`src/rtl/pipeline_hazard_ctrl.sv`:
```
// Stall/flush sequencer for the 5-stage RV32I pipeline: load-use interlock, EX-resolved
// branch flush, imem wait-state bubbles, debug halt/resume and stall/flush perf counters.
module pipeline_hazard_ctrl #(
    parameter int unsigned LOAD_USE_STALL = 1,
    parameter int unsigned CNT_W          = 32
) (
    input  logic             clk,
    input  logic             rst_n,
    input  logic [4:0]       id_rs1_i,
    input  logic [4:0]       id_rs2_i,
    input  logic             id_uses_rs1_i,
    input  logic             id_uses_rs2_i,
    input  logic [4:0]       ex_rd_i,
    input  logic             ex_mem_read_i,
    input  logic             branch_taken_i,
    input  logic             imem_valid_i,
    input  logic             halt_req_i,
    input  logic             resume_i,
    output logic             pc_en_o,
    output logic             pc_sel_o,
    output logic             if_id_en_o,
    output logic             if_id_flush_o,
    output logic             id_ex_flush_o,
    output logic             halted_o,
    output logic [CNT_W-1:0] stall_cnt_o,
    output logic [CNT_W-1:0] flush_cnt_o
);

    typedef enum logic [1:0] {StRun, StStall, StHalt} state_e;

    localparam logic [3:0]       StallInit = 4'(LOAD_USE_STALL - 1);
    localparam logic [CNT_W-1:0] CntOne    = CNT_W'(1);

    state_e           r_state;
    state_e           w_state_d;
    logic [3:0]       r_cnt;
    logic [3:0]       w_cnt_d;
    logic [CNT_W-1:0] r_stall_cnt;
    logic [CNT_W-1:0] r_flush_cnt;
    logic             w_stall_inc;
    logic             w_flush_inc;
    logic             w_rs1_hit;
    logic             w_rs2_hit;
    logic             w_hazard;

    assign w_rs1_hit = id_uses_rs1_i && (id_rs1_i == ex_rd_i);
    assign w_rs2_hit = id_uses_rs2_i && (id_rs2_i == ex_rd_i);
    assign w_hazard  = ex_mem_read_i && (ex_rd_i != 5'd0) && (w_rs1_hit || w_rs2_hit);

    always_comb begin
        w_state_d     = r_state;
        w_cnt_d       = r_cnt;
        w_stall_inc   = 1'b0;
        w_flush_inc   = 1'b0;
        pc_en_o       = 1'b1;
        pc_sel_o      = 1'b0;
        if_id_en_o    = 1'b1;
        if_id_flush_o = 1'b0;
        id_ex_flush_o = 1'b0;
        halted_o      = 1'b0;

        unique case (r_state)
            StRun: begin
                if (branch_taken_i) begin
                    pc_sel_o      = 1'b1;
                    if_id_flush_o = 1'b1;
                    id_ex_flush_o = 1'b1;
                    w_flush_inc   = 1'b1;
                end else if (w_hazard) begin
                    pc_en_o       = 1'b0;
                    if_id_en_o    = 1'b0;
                    id_ex_flush_o = 1'b1;
                    w_stall_inc   = 1'b1;
                    if (LOAD_USE_STALL > 1) begin
                        w_state_d = StStall;
                        w_cnt_d   = StallInit;
                    end
                end else if (halt_req_i) begin
                    w_state_d = StHalt;
                end else if (!imem_valid_i) begin
                    pc_en_o       = 1'b0;
                    if_id_flush_o = 1'b1;
                end
            end
            StStall: begin
                // A branch landing mid-stall still counts as a lost stall cycle.
                w_stall_inc = 1'b1;
                w_cnt_d     = r_cnt - 4'd1;
                if (branch_taken_i) begin
                    pc_sel_o      = 1'b1;
                    if_id_flush_o = 1'b1;
                    id_ex_flush_o = 1'b1;
                    w_flush_inc   = 1'b1;
                    w_state_d     = StRun;
                    w_cnt_d       = 4'd0;
                end else begin
                    pc_en_o       = 1'b0;
                    if_id_en_o    = 1'b0;
                    id_ex_flush_o = 1'b1;
                    if (r_cnt == 4'd1) begin
                        w_state_d = StRun;
                    end
                end
            end
            StHalt: begin
                halted_o      = 1'b1;
                if_id_en_o    = 1'b0;
                id_ex_flush_o = 1'b1;
                if (branch_taken_i) begin
                    pc_sel_o      = 1'b1;
                    if_id_flush_o = 1'b1;
                    w_flush_inc   = 1'b1;
                end else begin
                    pc_en_o = 1'b0;
                end
                if (resume_i) begin
                    w_state_d = StRun;
                end
            end
            default: begin
                w_state_d = StRun;
                w_cnt_d   = 4'd0;
            end
        endcase

        // Reset forces a frozen, fully-flushed front end regardless of state.
        if (!rst_n) begin
            pc_en_o       = 1'b0;
            pc_sel_o      = 1'b0;
            if_id_en_o    = 1'b0;
            if_id_flush_o = 1'b1;
            id_ex_flush_o = 1'b1;
            halted_o      = 1'b0;
        end
    end

    always_ff @(posedge clk or negedge rst_n) begin
        if (!rst_n) begin
            r_state     <= StRun;
            r_cnt       <= 4'd0;
            r_stall_cnt <= '0;
            r_flush_cnt <= '0;
        end else begin
            r_state <= w_state_d;
            r_cnt   <= w_cnt_d;
            if (w_stall_inc) begin
                r_stall_cnt <= r_stall_cnt + CntOne;
            end
            if (w_flush_inc) begin
                r_flush_cnt <= r_flush_cnt + CntOne;
            end
        end
    end

    assign stall_cnt_o = r_stall_cnt;
    assign flush_cnt_o = r_flush_cnt;

endmodule

```
`config.mk`:
```
export PLATFORM = sky130hd
export DESIGN_NAME = pipeline_hazard_ctrl
export DESIGN_NICKNAME = d
export VERILOG_FILES = /design/src/rtl/pipeline_hazard_ctrl.sv
export SDC_FILE = /design/constraint.sdc
export NUM_CORES = 1
export LEC_CHECK = 0
export BUFFER_PORTS_ARGS = -buffer_cell sky130_fd_sc_hd__buf_2
export CAP_MARGIN = 10
export CORE_MARGIN = 5
export CORE_UTILIZATION = 54
export CTS_BUF_LIST = sky130_fd_sc_hd__clkbuf_8
export DETAILED_ROUTE_END_ITERATION = 8
export MAX_ROUTING_LAYER = met4
export PLACE_DENSITY = 0.83
export SYNTH_ARGS = -nofsm -noshare
export SYNTH_HDL_FRONTEND = slang
export SYNTH_SLANG_ARGS = --single-unit
```
`constraint.sdc`:
```
create_clock -name clk -period 2.2 [get_ports clk]
set_clock_uncertainty 0.1 [all_clocks]
set_input_delay 0.33 -clock clk [delete_from_list [all_inputs] [get_ports clk]]
set_output_delay 0.33 -clock clk [all_outputs]
set_load 0.02 [all_outputs]
```
Yosys cells after proc, flatten, opt, wreduce, memory -nomap -nowiden --
Cells that the tools add are included.
Word-level totals: register bits 70, memory bits (read-only) 0, memories 0, bits in latches 0, output and inout bits 70, memory bits (writable) 0
Cells by class: add/sub/neg operators 3, mux-type cells 36, shift operators 0, equality and inequality tests 10, divide/modulo/power cells 0, reduce and logical (&&, ||, !) cells 11, multipliers 0, bitwise gates (word level) 0, order comparisons 0
Operator list (count):
- $add 32x1->32 const B | 2
- $mux 1 | 22
- $mux 2 | 6
- $eq 5x5->1 | 2
- $ne 2x2->1 const B | 4
- $pmux 1 s2 | 4
- $pmux 4 s2 | 1
- $pmux 2 s3 | 1
- $reduce_and 5->1 | 1
- $reduce_bool 5->1 | 1
- $eq 4x1->1 const B | 1
- $logic_and 1x1->1 | 4
- $mux 4 | 1
- $reduce_or 2->1 | 2
- $sub 4x1->4 const B | 1
- $ne 3x3->1 const B | 1
- $pmux 1 s3 | 1
- $reduce_or 3->1 | 1
- $eq 2x1->1 const B | 1
- $eq 2x2->1 const B | 1
- $logic_not 2->1 | 1
- $logic_or 1x1->1 | 1

Depth between registers and ports, before layout --
Gate-level depths: netlist of the first run.
depth in word-level cells 8, gate-level depth with buffers 6, depth with buffers taken out 6

Least setup slack after synthesis of the first run --
OpenSTA, ideal clock, no wires.
path kind input -> output, start in ex_rd_i[0], end out if_id_flush_o, required time 1.770 ns, stages on the path 5, path buffers 1, setup slack -0.260 ns, arrival 2.030 ns, path through or4_1 -> o21ai_1 -> buf_4 -> nor2_1 -> o41ai_1
On the way: word-level cells in the longest chain between the ends 8, elaborated cells between the ends (all ways) 12
RTL lines:
- start, declared | RTL line 13 | input logic [4:0] ex_rd_i,
- $eq 5x5->1 (on tied branches) | RTL line 46, 47
- $logic_and 1x1->1 (on tied branches) | RTL line 46, 47
- $logic_or 1x1->1 | RTL line 48 | assign w_hazard = ex_mem_read_i && (ex_rd_i != 5'd0) && (w_rs1_hit || w_rs2_hit);
- $logic_and 1x1->1 (*) | RTL line 48
- $mux 1 (*) | RTL line 69 | end else if (w_hazard) begin
- $mux 1 (*) | RTL line 64 | if (branch_taken_i) begin
- $pmux 1 s2 (*) | RTL line 62 | unique case (r_state)
- $mux 1 (*) | RTL line 127 | if (!rst_n) begin
- end, declared | RTL line 22 | output logic if_id_flush_o,
Every way passes the cells marked *; elsewhere a longest branch is shown, timed or not.

Final worst setup path of the first run --
start in ex_rd_i[0], end out id_ex_flush_o
On the way: word-level cells in the longest chain between the ends 8, elaborated cells between the ends (all ways) 12
RTL lines:
- $eq 5x5->1 (on tied branches) | RTL line 46, 47
- $logic_and 1x1->1 (on tied branches) | RTL line 46, 47
- $logic_or 1x1->1 | RTL line 48
- $logic_and 1x1->1 (*) | RTL line 48
- $mux 1 (*) | RTL line 69
- $mux 1 (*) | RTL line 64
- $pmux 1 s2 (*) | RTL line 62
- $mux 1 (*) | RTL line 127
- end, declared | RTL line 23 | output logic id_ex_flush_o,
Marks and branches as above.

==> results.tsv, run 1 <==
stage	metric	value	unit
run_status	status	finished, final reports clean	
setup_path	worstPathMaxFanout	4	
global_route	gr-total-overflow	0	
sta	min_period	2.165	ns
setup_path	required	1.77	ns
place	port_buffers	93	
setup_path	critical_path_class	input pin to primary output	
setup_path	cp.arrival	1.74	ns
layout	utilization	71.26	%
place	gp_congestion	0.8589	
synthesis	synth_common_cells	65 x dfrtp_1, 42 x xor2_1, 30 x xnor2_1	
sta	tightest_slew	0.4839	ns
detailed_routing	via_count	2639	
worst_hold_path	hp-start	resume_i	
setup_path	crit_path_max_incr_delay	0.55	ns
power_and_ir_drop	p_leak	2.194	nW
sta	layout_setup_ws	0.03450	ns
synthesis	ys_warn_count	0	
power_and_ir_drop	finalPower	2.764	mW
global_route	track_usage	22.01	%
clocking	cts_sinks	65	
synthesis	yosys.area.top_type	dfrtp_1	
clocking	clk_pin_slew	0.07	ns
clocking	cts_tree	yes	
die	row_count	28	
sta	fin_crit_sh	98.43	%
die	die_area	7935	um2
layout	insertedDiodeCount	0	
clocking	cts_buffer_depth	2	
place	placed_cells	469	
synthesis	async_flop_share	100.0	%
layout	layout-drive-gt1-share	39.86	%
synthesis	yosysSeqAreaShare	48.17	%
sta	setup_violations	0	
detailed_routing	wl_per_cell	15.76	um
global_route	grt_pass1_vias	2693	
sta	fmax	0.4618	GHz
synthesis	synth_edf_count	0	
detailed_routing	ant_nets	0	
sta	relSlewSlack	67.66	%
setup_path	r2r_cells	5	
sta	setup-tns-final	0	ns
sta	slew_violations	0	
synthesis	netlist_top_cells_area	dfrtp_1 48%, xor2_1 11%, nor4_2 7.8%	
setup_path	crit_path_end_kind	primary output	
global_route	antenna_found_initial	0	
setup_path	startpoint_type	input pin	
power_and_ir_drop	irDropWorstVdd	0.5875	mV
synthesis	yosys_register_bits	65	
die	start_util	56.37	%
layout	synthToLayoutAreaGrowth	26.42	%
worst_hold_path	min_to	r_state[1]	
detailed_routing	firstDrtPassIters	4	
synthesis	synthCells	293	
clocking	cts-buffers-inserted	9	
detailed_routing	wl	7706	um
detailed_routing	drt_iter0_markers	93	
synthesis	synth_area	3377	um2
detailed_routing	viasPerCell	5.397	
synthesis	synth_fp_nets	319	
setup_path	reg2reg_from	flush_cnt_o[2]	
place	post-place-ws	-0.0004963	ns
synthesis	synth_flop_cell	dfrtp_1	
detailed_routing	drc	0	
worst_hold_path	hp-class	input pin to register	
layout	fin_cells	489	
synthesis	synth_cell_types	38	
power_and_ir_drop	power_density	647.4	nW/um2
worst_hold_path	hold_depth	2	
layout	fillers	443	
die	ios	94	
global_route	grt_pass1_wl	13170	um
global_route	grt_max_degree	34	
sta	rsz0062_at_grt	yes	
synthesis	synth_area_per_cell	11.53	um2
layout	final_nets	435	
clocking	cts-htree-levels	3	
synthesis	yosysMostFrequentCell	dfrtp_1	
sta	hold_viol	0	
die	core	5991	um2
synthesis	synthDominantCellAreaShare	48.17	%
clocking	clk_latency	0.34	ns
place	post-dp-hpwl	5817	um
setup_path	slowest_stage	or4_4	
die	die_h	89.08	um
die	die_w	89.08	um
setup_path	r2r_end	flush_cnt_o[26]	
clocking	cts_root_buf	clkbuf_8	
setup_path	path_cells	buf_2, or4_4, o21ai_4, nor2_2, or3_1, buf_4	
setup_path	r2r_slack	0.17	ns
job	drv_cap	0	
-- cell usage in the layout, fill, tap and decap left out, drive strengths merged --
cell	synthesis	final
nor2	13	13
o41ai	1	1
dfrtp	65	65
nor4	25	25
or4	1	1
o211ai	1	1
nand4	13	13
or3	1	1
and4	5	5
or2b	1	1
dlygate4sd3	0	1
nor2b	1	1
xor2	42	42
and3	6	6
mux2	2	2
inv	6	7
nand2	26	26
xnor2	30	30
nor4b	4	4
a32oi	1	1
clkbuf	1	10
o31ai	1	1
o22ai	1	1
nor3b	1	1
and2	3	3
buf	6	111
clkinv	0	3
o21ai	1	1
nor3	8	8
clkinvlp	0	2
ha	2	2
nand3	24	24
nand2b	1	1
-- critical path: cells and delay by family --
family	cells	cell delay [ns]
simple gates	3	0.94
compound gates	1	0.19
buf+inv	2	0.27
-- stage by stage --
step,hold slack (ns),instance area [um2]
2_1_floorplan,-0.06559,3390
3_3_place_gp,0.3494,4030
3_5_place_dp,0.3504,4030
4_1_cts,0.07685,4220
5_1_grt,0.09260,4269
6_report,0.09021,4269
-- where the power goes --
part	internal [mW]	switching, mW
combinational	0.196	0.285
clock	0.441	0.485
sequential	1.27	0.0913
-- area by class of cell --
cell class | count | area, um2 | area share [%]
clock inverters | 6 | 42.54 | 0.9965
clock buffers | 10 | 137.6 | 3.224
multi-input cells | 215 | 1704 | 39.92
well taps | 75 | 93.84 | 2.198
inverters | 6 | 22.52 | 0.5276
flip-flops and latches | 65 | 1627 | 38.10
repair buffers | 112 | 641.9 | 15.04
-- registers in the layout (all words and copies together) (netlist names) --
register and count:
stall_cnt_o 32, flush_cnt_o 32, r_state 1
-- routing by layer --
| metal | up-vias | global-route usage [%] | routed length (um) |
|---|---|---|---|
| met5 | - | - | 0 |
| met4 | 0 | 7.442 | 100 |
| met3 | 10 | 5.622 | 533 |
| met2 | 80 | 35.03 | 3801 |
| met1 | 1280 | 27.40 | 3271 |
| li1 | 1269 | - | - |
-- cells by family (layout without fill, tap and decap cells) --
group	count (synthesis)	after routing	share of synthesized area, %
flops	65	65	48.17
compound gates	6	6	1.519
mux	2	2	0.6669
simple gates	133	133	27.79
xor+xnor	72	72	18.67
buf+inv	13	134	2.445
fa+ha+maj	2	2	0.7409
-- repair_timing --
item,CTS,global route
hold buffers,1,0
gates resized for setup,0,6
hold endpoints to repair,65,0
setup endpoints to repair,0,3
buffers inserted,0,3
-- worst max path at each step --
stage / start / endpoint / slack, ns / cells past startpoint
final: ex_rd_i[0] / id_ex_flush_o / 0.03 / 6
after global routing: ex_rd_i[0] / id_ex_flush_o / -0.03 / 6
after global placement: ex_rd_i[0] / id_ex_flush_o / 0.01 / 6
after floorplan: ex_rd_i[0] / if_id_flush_o / -0.001 / 5
after CTS: ex_rd_i[0] / id_ex_flush_o / 0.0009 / 6
after detailed placement: ex_rd_i[0] / stall_cnt_o[17] / -0.0005 / 9
Note: power is estimated with default switching activity, not from simulation.
==> inputs of run 2 (changes only) <==
--- a/config.mk
+++ b/config.mk
@@ -7,12 +7,13 @@
 export LEC_CHECK = 0
 export BUFFER_PORTS_ARGS = -buffer_cell sky130_fd_sc_hd__buf_2
 export CAP_MARGIN = 10
-export CORE_MARGIN = 5
-export CORE_UTILIZATION = 54
+export CORE_MARGIN = 2
+export CORE_UTILIZATION = 58
 export CTS_BUF_LIST = sky130_fd_sc_hd__clkbuf_8
 export DETAILED_ROUTE_END_ITERATION = 8
+export GPL_ROUTABILITY_DRIVEN = 0
 export MAX_ROUTING_LAYER = met4
-export PLACE_DENSITY = 0.83
+export PLACE_DENSITY = 0.88
 export SYNTH_ARGS = -nofsm -noshare
 export SYNTH_HDL_FRONTEND = slang
 export SYNTH_SLANG_ARGS = --single-unit
==> constraint.sdc (replaced) <==
create_clock -name clk -period 2.5 [get_ports clk]
set_clock_uncertainty 0.1 [all_clocks]
set_input_delay 0.375 -clock clk [delete_from_list [all_inputs] [get_ports clk]]
set_output_delay 0.375 -clock clk [all_outputs]
set_load 0.02 [all_outputs]
==> run 2 against run 1 <==
Compared with the run above: worst setup slack improved by 0.12 ns; non-clock buffer count fell by 11; first-iteration DRC count increased by 73%; cell area fell by 2.0%; largest cell class unchanged.
==> results.tsv, run 2 (synthesis gave the netlist of run 1 again) <==
stage	metric	value	unit
run_status	status	finished, final reports clean	
clocking	cts-buffers-inserted	9	
clocking	cts_resized	0	
setup_path	crit_path_end_kind	primary output	
job	drv_cap	0	
clocking	cts-htree-levels	3	
setup_path	cp.arrival	1.87	ns
sta	relSlewSlack	67.06	%
global_route	grt_max_degree	35	
global_route	grt_pass1_vias	2547	
detailed_routing	drt_iter0_markers	161	
place	placed_area	3936	um2
global_route	grt_pass1_wl	12410	um
detailed_routing	wl	7648	um
layout	final_area	4185	um2
place	placed_cells	458	
detailed_routing	via_count	2675	
clocking	clk_latency	0.33	ns
detailed_routing	drc	0	
worst_hold_path	hp-class	input pin to register	
clocking	cts_root_buf	clkbuf_8	
clocking	clk_pin_slew	0.07	ns
detailed_routing	firstDrtPassIters	4	
global_route	track_usage	25.90	%
die	row_count	27	
clocking	cts_buffer_depth	2	
sta	rsz0062_at_grt	no	
setup_path	startpoint_type	input pin	
setup_path	worstPathMaxFanout	19	
layout	fin_cells	475	
die	die_w	80.31	um
clocking	cts_tree	yes	
setup_path	required	2.03	ns
detailed_routing	ant_nets	0	
power_and_ir_drop	power_density	631.0	nW/um2
clocking	cts_sinks	65	
place	post-dp-hpwl	5420	um
sta	fin_crit_sh	93.86	%
layout	layout_common_cells	93 x buf_2, 65 x dfrtp_1, 42 x xor2_1	
layout	layout-drive-gt1-share	37.22	%
setup_path	critical_path_class	input pin to primary output	
sta	min_period	2.346	ns
place	port_buffers	93	
detailed_routing	viasPerCell	5.632	
sta	setup_violations	0	
die	core	5574	um2
global_route	antenna_found_initial	0	
global_route	gr-total-overflow	0	
die	die_area	6449	um2
power_and_ir_drop	p_leak	2.158	nW
layout	fillers	394	
detailed_routing	wl_per_cell	16.10	um
layout	final_nets	424	
die	die_h	80.31	um
sta	slew_violations	0	
layout	final_common_cell	buf_2	
die	start_util	60.58	%
power_and_ir_drop	irDropWorstVdd	0.5970	mV
layout	insertedDiodeCount	0	
sta	hold_viol	0	
sta	fmax	0.4262	GHz
die	ios	94	
layout	synthToLayoutAreaGrowth	23.93	%
sta	setup-tns-final	0	ns
sta	tightest_slew	0.4929	ns
-- run 2: changes by cell type in the layout (fill, tap and decap cells not counted), moves of 2 or more --
cell	previous run	this run
buf_12	2	0
buf_4	16	7
bufinv_16	0	2
clkbuf_8	10	12
clkinvlp_4	2	0
-- run 2: stage by stage --
step / total power [mW] / setup slack (ns) / hold slack (ns) / utilization, %
3_3_place_gp: 1.581 / 0.1972 / 0.09073 / 70.62
4_1_cts: 2.645 / 0.1631 / 0.1261 / 75.08
6_report: 2.641 / 0.1536 / 0.1376 / 75.08
3_5_place_dp: 1.599 / 0.1664 / 0.09643 / 70.62
5_1_grt: 2.742 / 0.03571 / 0.1203 / 75.08
2_1_floorplan: 1.435 / 0.07900 / -0.02059 / -
-- run 2: path summary, 6_finish.rpt --
| path | slack [ns] | startpoint | to | cells past startpoint |
|---|---|---|---|---|
| hold / removal | 0.14 | resume_i | r_state[1] | 2 |
| min in group asynchronous | 0.30 | rst_n | flush_cnt_o[0] | 2 |
| setup / recovery | 0.15 | ex_rd_i[0] | if_id_en_o | 7 |
| max in group asynchronous | 1.36 | rst_n | stall_cnt_o[31] | 3 |
| setup reg to reg | 0.44 | flush_cnt_o[6] | flush_cnt_o[29] | 5 |
| hold reg to reg | 0.37 | flush_cnt_o[31] | flush_cnt_o[31] | 1 |
-- run 2: area by class of cell --
class	count	area, um2	share of cell area, %
Clock inverter	4	73.82	1.764
Tap cell	72	90.09	2.152
Sequential cell	65	1627	38.86
Timing Repair Buffer	101	528.0	12.62
Clock buffer	12	165.2	3.946
Inverter	6	22.52	0.5381
Multi-Input combinational cell	215	1679	40.12
-- run 2: repair_timing --
| item | CTS | global route |
|---|---|---|
| endpoints found under the setup margin | 0 | 0 |
| buffers inserted | 0 | 0 |
| endpoints found under the hold margin | 1 | 0 |
| hold buffers | 1 | 0 |
-- run 2: power by group --
part	leakage [nW]	switching [mW]	internal, mW
clock network	0.123	0.413	0.644
registers	0.889	0.0949	1.11
logic	1.15	0.230	0.144
-- run 2: per-layer routing --
metal	vias to the layer above	track usage, %	share of wire [%]
li1	1248	-	-
met1	1318	33.41	43
met2	98	41.75	50
met3	11	4.270	5.5
met4	0	8.983	1.2
met5	-	-	0
-- run 2: worst max-delay path, stage by stage --
cell and delay [ns]:
buf_2 0.12, or4_1 0.56, o21ai_2 0.15, buf_4 0.31, nor3_1 0.08, nor2_1 0.10, buf_2 0.17
==> inputs of run 3 (changes only) <==
--- a/config.mk
+++ b/config.mk
@@ -8,12 +8,12 @@
 export BUFFER_PORTS_ARGS = -buffer_cell sky130_fd_sc_hd__buf_2
 export CAP_MARGIN = 10
 export CORE_MARGIN = 2
-export CORE_UTILIZATION = 58
-export CTS_BUF_LIST = sky130_fd_sc_hd__clkbuf_8
+export CORE_UTILIZATION = 56
+export CTS_BUF_LIST = sky130_fd_sc_hd__clkbuf_16
 export DETAILED_ROUTE_END_ITERATION = 8
 export GPL_ROUTABILITY_DRIVEN = 0
 export MAX_ROUTING_LAYER = met4
-export PLACE_DENSITY = 0.88
+export PLACE_DENSITY = 0.86
 export SYNTH_ARGS = -nofsm -noshare
 export SYNTH_HDL_FRONTEND = slang
 export SYNTH_SLANG_ARGS = --single-unit
==> run 3 against run 2 <==
Compared with the run above: fmax is 2.1% higher; sequential power hardly changed; cell area is 2.4% higher; sequential share of layout area is 0.90 points lower; via count is 0.52% higher; register-to-register slack hardly changed; first-iteration DRC count is 16% lower; combinational power is 3% lower; total power is 14% higher; critical endpoint is now id_ex_flush_o.
==> results.tsv, run 3 (synthesis gave the netlist of run 1 again) <==
stage	metric	value	unit
clocking	clk_latency	0.32	ns
global_route	grt_max_degree	66	
die	start_util	57.38	%
global_route	gr-total-overflow	0	
sta	fmax	0.4352	GHz
setup_path	critical_path_class	input pin to primary output	
power_and_ir_drop	switching_share	25.62	%
global_route	antenna_found_initial	0	
power_and_ir_drop	internal_power	2.234	mW
clocking	cts_root_buf	clkbuf_16	
global_route	grt_pass1_vias	2623	
detailed_routing	ant_nets	0	
worst_hold_path	hp-class	input pin to register	
die	row_count	28	
power_and_ir_drop	seq_power_share	40.3	%
sta	timing.hold.ws	0.1319	ns
detailed_routing	wl_per_cell	15.31	um
clocking	cts_sinks	65	
die	die_area	6668	um2
detailed_routing	drt_iter0_markers	135	
sta	fin_crit_sh	91.91	%
detailed_routing	drc	0	
detailed_routing	viasPerCell	5.637	
sta	slew_violations	0	
setup_path	worstPathMaxFanout	4	
power_and_ir_drop	p_comb_share	12.2	%
setup_path	crit_path_end_kind	primary output	
clocking	cts_resized	0	
global_route	track_usage	24.48	%
sta	min_period	2.298	ns
place	post-dp-hpwl	5311	um
global_route	grt_pass1_wl	12090	um
power_and_ir_drop	power_density	701.1	nW/um2
die	die_w	81.66	um
layout	fillers	415	
sta	rsz0062_at_grt	no	
clocking	cts_buffer_depth	2	
setup_path	cp.arrival	1.82	ns
place	port_buffers	93	
layout	synthToLayoutAreaGrowth	26.86	%
clocking	cts-htree-levels	3	
layout	layout_common_cells	93 x buf_2, 65 x dfrtp_1, 42 x xor2_1	
setup_path	startpoint_type	input pin	
clocking	clk_pin_slew	0.05	ns
layout	final_nets	423	
sta	layout_setup_ws	0.2023	ns
detailed_routing	firstDrtPassIters	5	
clocking	post-cts-setup-buffer-count	0	
clocking	cts-buffers-inserted	9	
layout	final_common_cell	buf_2	
sta	setup-tns-final	0	ns
run_status	status	finished, final reports clean	
job	drv_cap	0	
sta	tightest_slew	0.7913	ns
detailed_routing	wl	7303	um
sta	setup_violations	0	
layout	insertedDiodeCount	0	
power_and_ir_drop	irDropWorstVdd	0.6678	mV
setup_path	required	2.03	ns
sta	relSlewSlack	47.25	%
place	post-place-ws	0.2105	ns
power_and_ir_drop	p_switching	769.5	uW
power_and_ir_drop	p_leak	2.198	nW
power_and_ir_drop	p_clk_share	47.5	%
die	core	5886	um2
clocking	ctsHoldBuffers	0	
die	ios	94	
sta	hold_viol	0	
clocking	cts_tree	yes	
detailed_routing	via_count	2689	
die	die_h	81.66	um
layout	layout-drive-gt1-share	37.06	%
==> run 3: cell types whose count changed in the layout (fill, tap and decap cells not counted) <==
cell           before  now
inv_1               6    7
clkinvlp_4          0    1
inv_6               0    1
clkbuf_16           0    9
dlygate4sd3_1       1    0
clkbuf_8           12    0
bufinv_16           2    3
clkinv_2            1    0
==> run 3: layout make-up <==
| class | count | area (um2) | share of cell area (%) |
|---|---|---|---|
| Clock inverter | 7 | 118.9 | 2.775 |
| Timing Repair Buffer | 100 | 518.0 | 12.09 |
| Multi-Input combinational cell | 215 | 1679 | 39.19 |
| Tap cell | 75 | 93.84 | 2.190 |
| Sequential cell | 65 | 1627 | 37.97 |
| Inverter | 6 | 22.52 | 0.5257 |
| Clock buffer | 9 | 225.2 | 5.257 |
==> run 3: critical path, cell delays in order <==
cell and delay, ns:
buf_2 0.12, or4_1 0.56, o21ai_2 0.15, nor2_1 0.10
or3_1 0.35, buf_2 0.16
==> run 3: stage by stage <==
stage	utilization (%)	total power, mW	cells	area, um2
2_1_floorplan	-	1.435	293	3385
3_3_place_gp	66.94	1.580	461	3940
3_5_place_dp	66.94	1.591	461	3940
4_1_cts	72.79	3.030	477	4284
5_1_grt	72.79	3.113	477	4284
6_report	72.79	3.004	477	4284
==> run 3: metal layers <==
metal / vias up / share of wire [%] / track usage [%]
met5: - / 0 / -
met4: 0 / 2.2 / 10.33
met3: 17 / 4.8 / 4.505
met2: 81 / 49 / 38.44
met1: 1337 / 44 / 31.41
li1: 1254 / - / -
==> run 3: power by group through the flow <==
| stage | clock network [mW] | logic (mW) | registers [mW] |
|---|---|---|---|
| finish | 1.43 | 0.365 | 1.21 |
| global route | 1.49 | 0.401 | 1.22 |
| CTS | 1.45 | 0.370 | 1.21 |
| detailed placement | 0 | 0.368 | 1.22 |
| global placement | 0 | 0.358 | 1.22 |
| floorplan | 0 | 0.153 | 1.28 |
==> run 3: worst paths after layout <==
kind                            slack, ns  depth (start not counted)       startpoint               to
worst max register to register       0.43                          5   flush_cnt_o[6]  flush_cnt_o[29]
worst max-delay path                 0.20                          6       ex_rd_i[0]    id_ex_flush_o
worst min-delay path                 0.13                          2         resume_i       r_state[1]
worst min register to register       0.37                          1  flush_cnt_o[31]  flush_cnt_o[31]
min in group asynchronous            0.21                          2            rst_n  flush_cnt_o[13]
max in group asynchronous            1.58                          2            rst_n  stall_cnt_o[22]
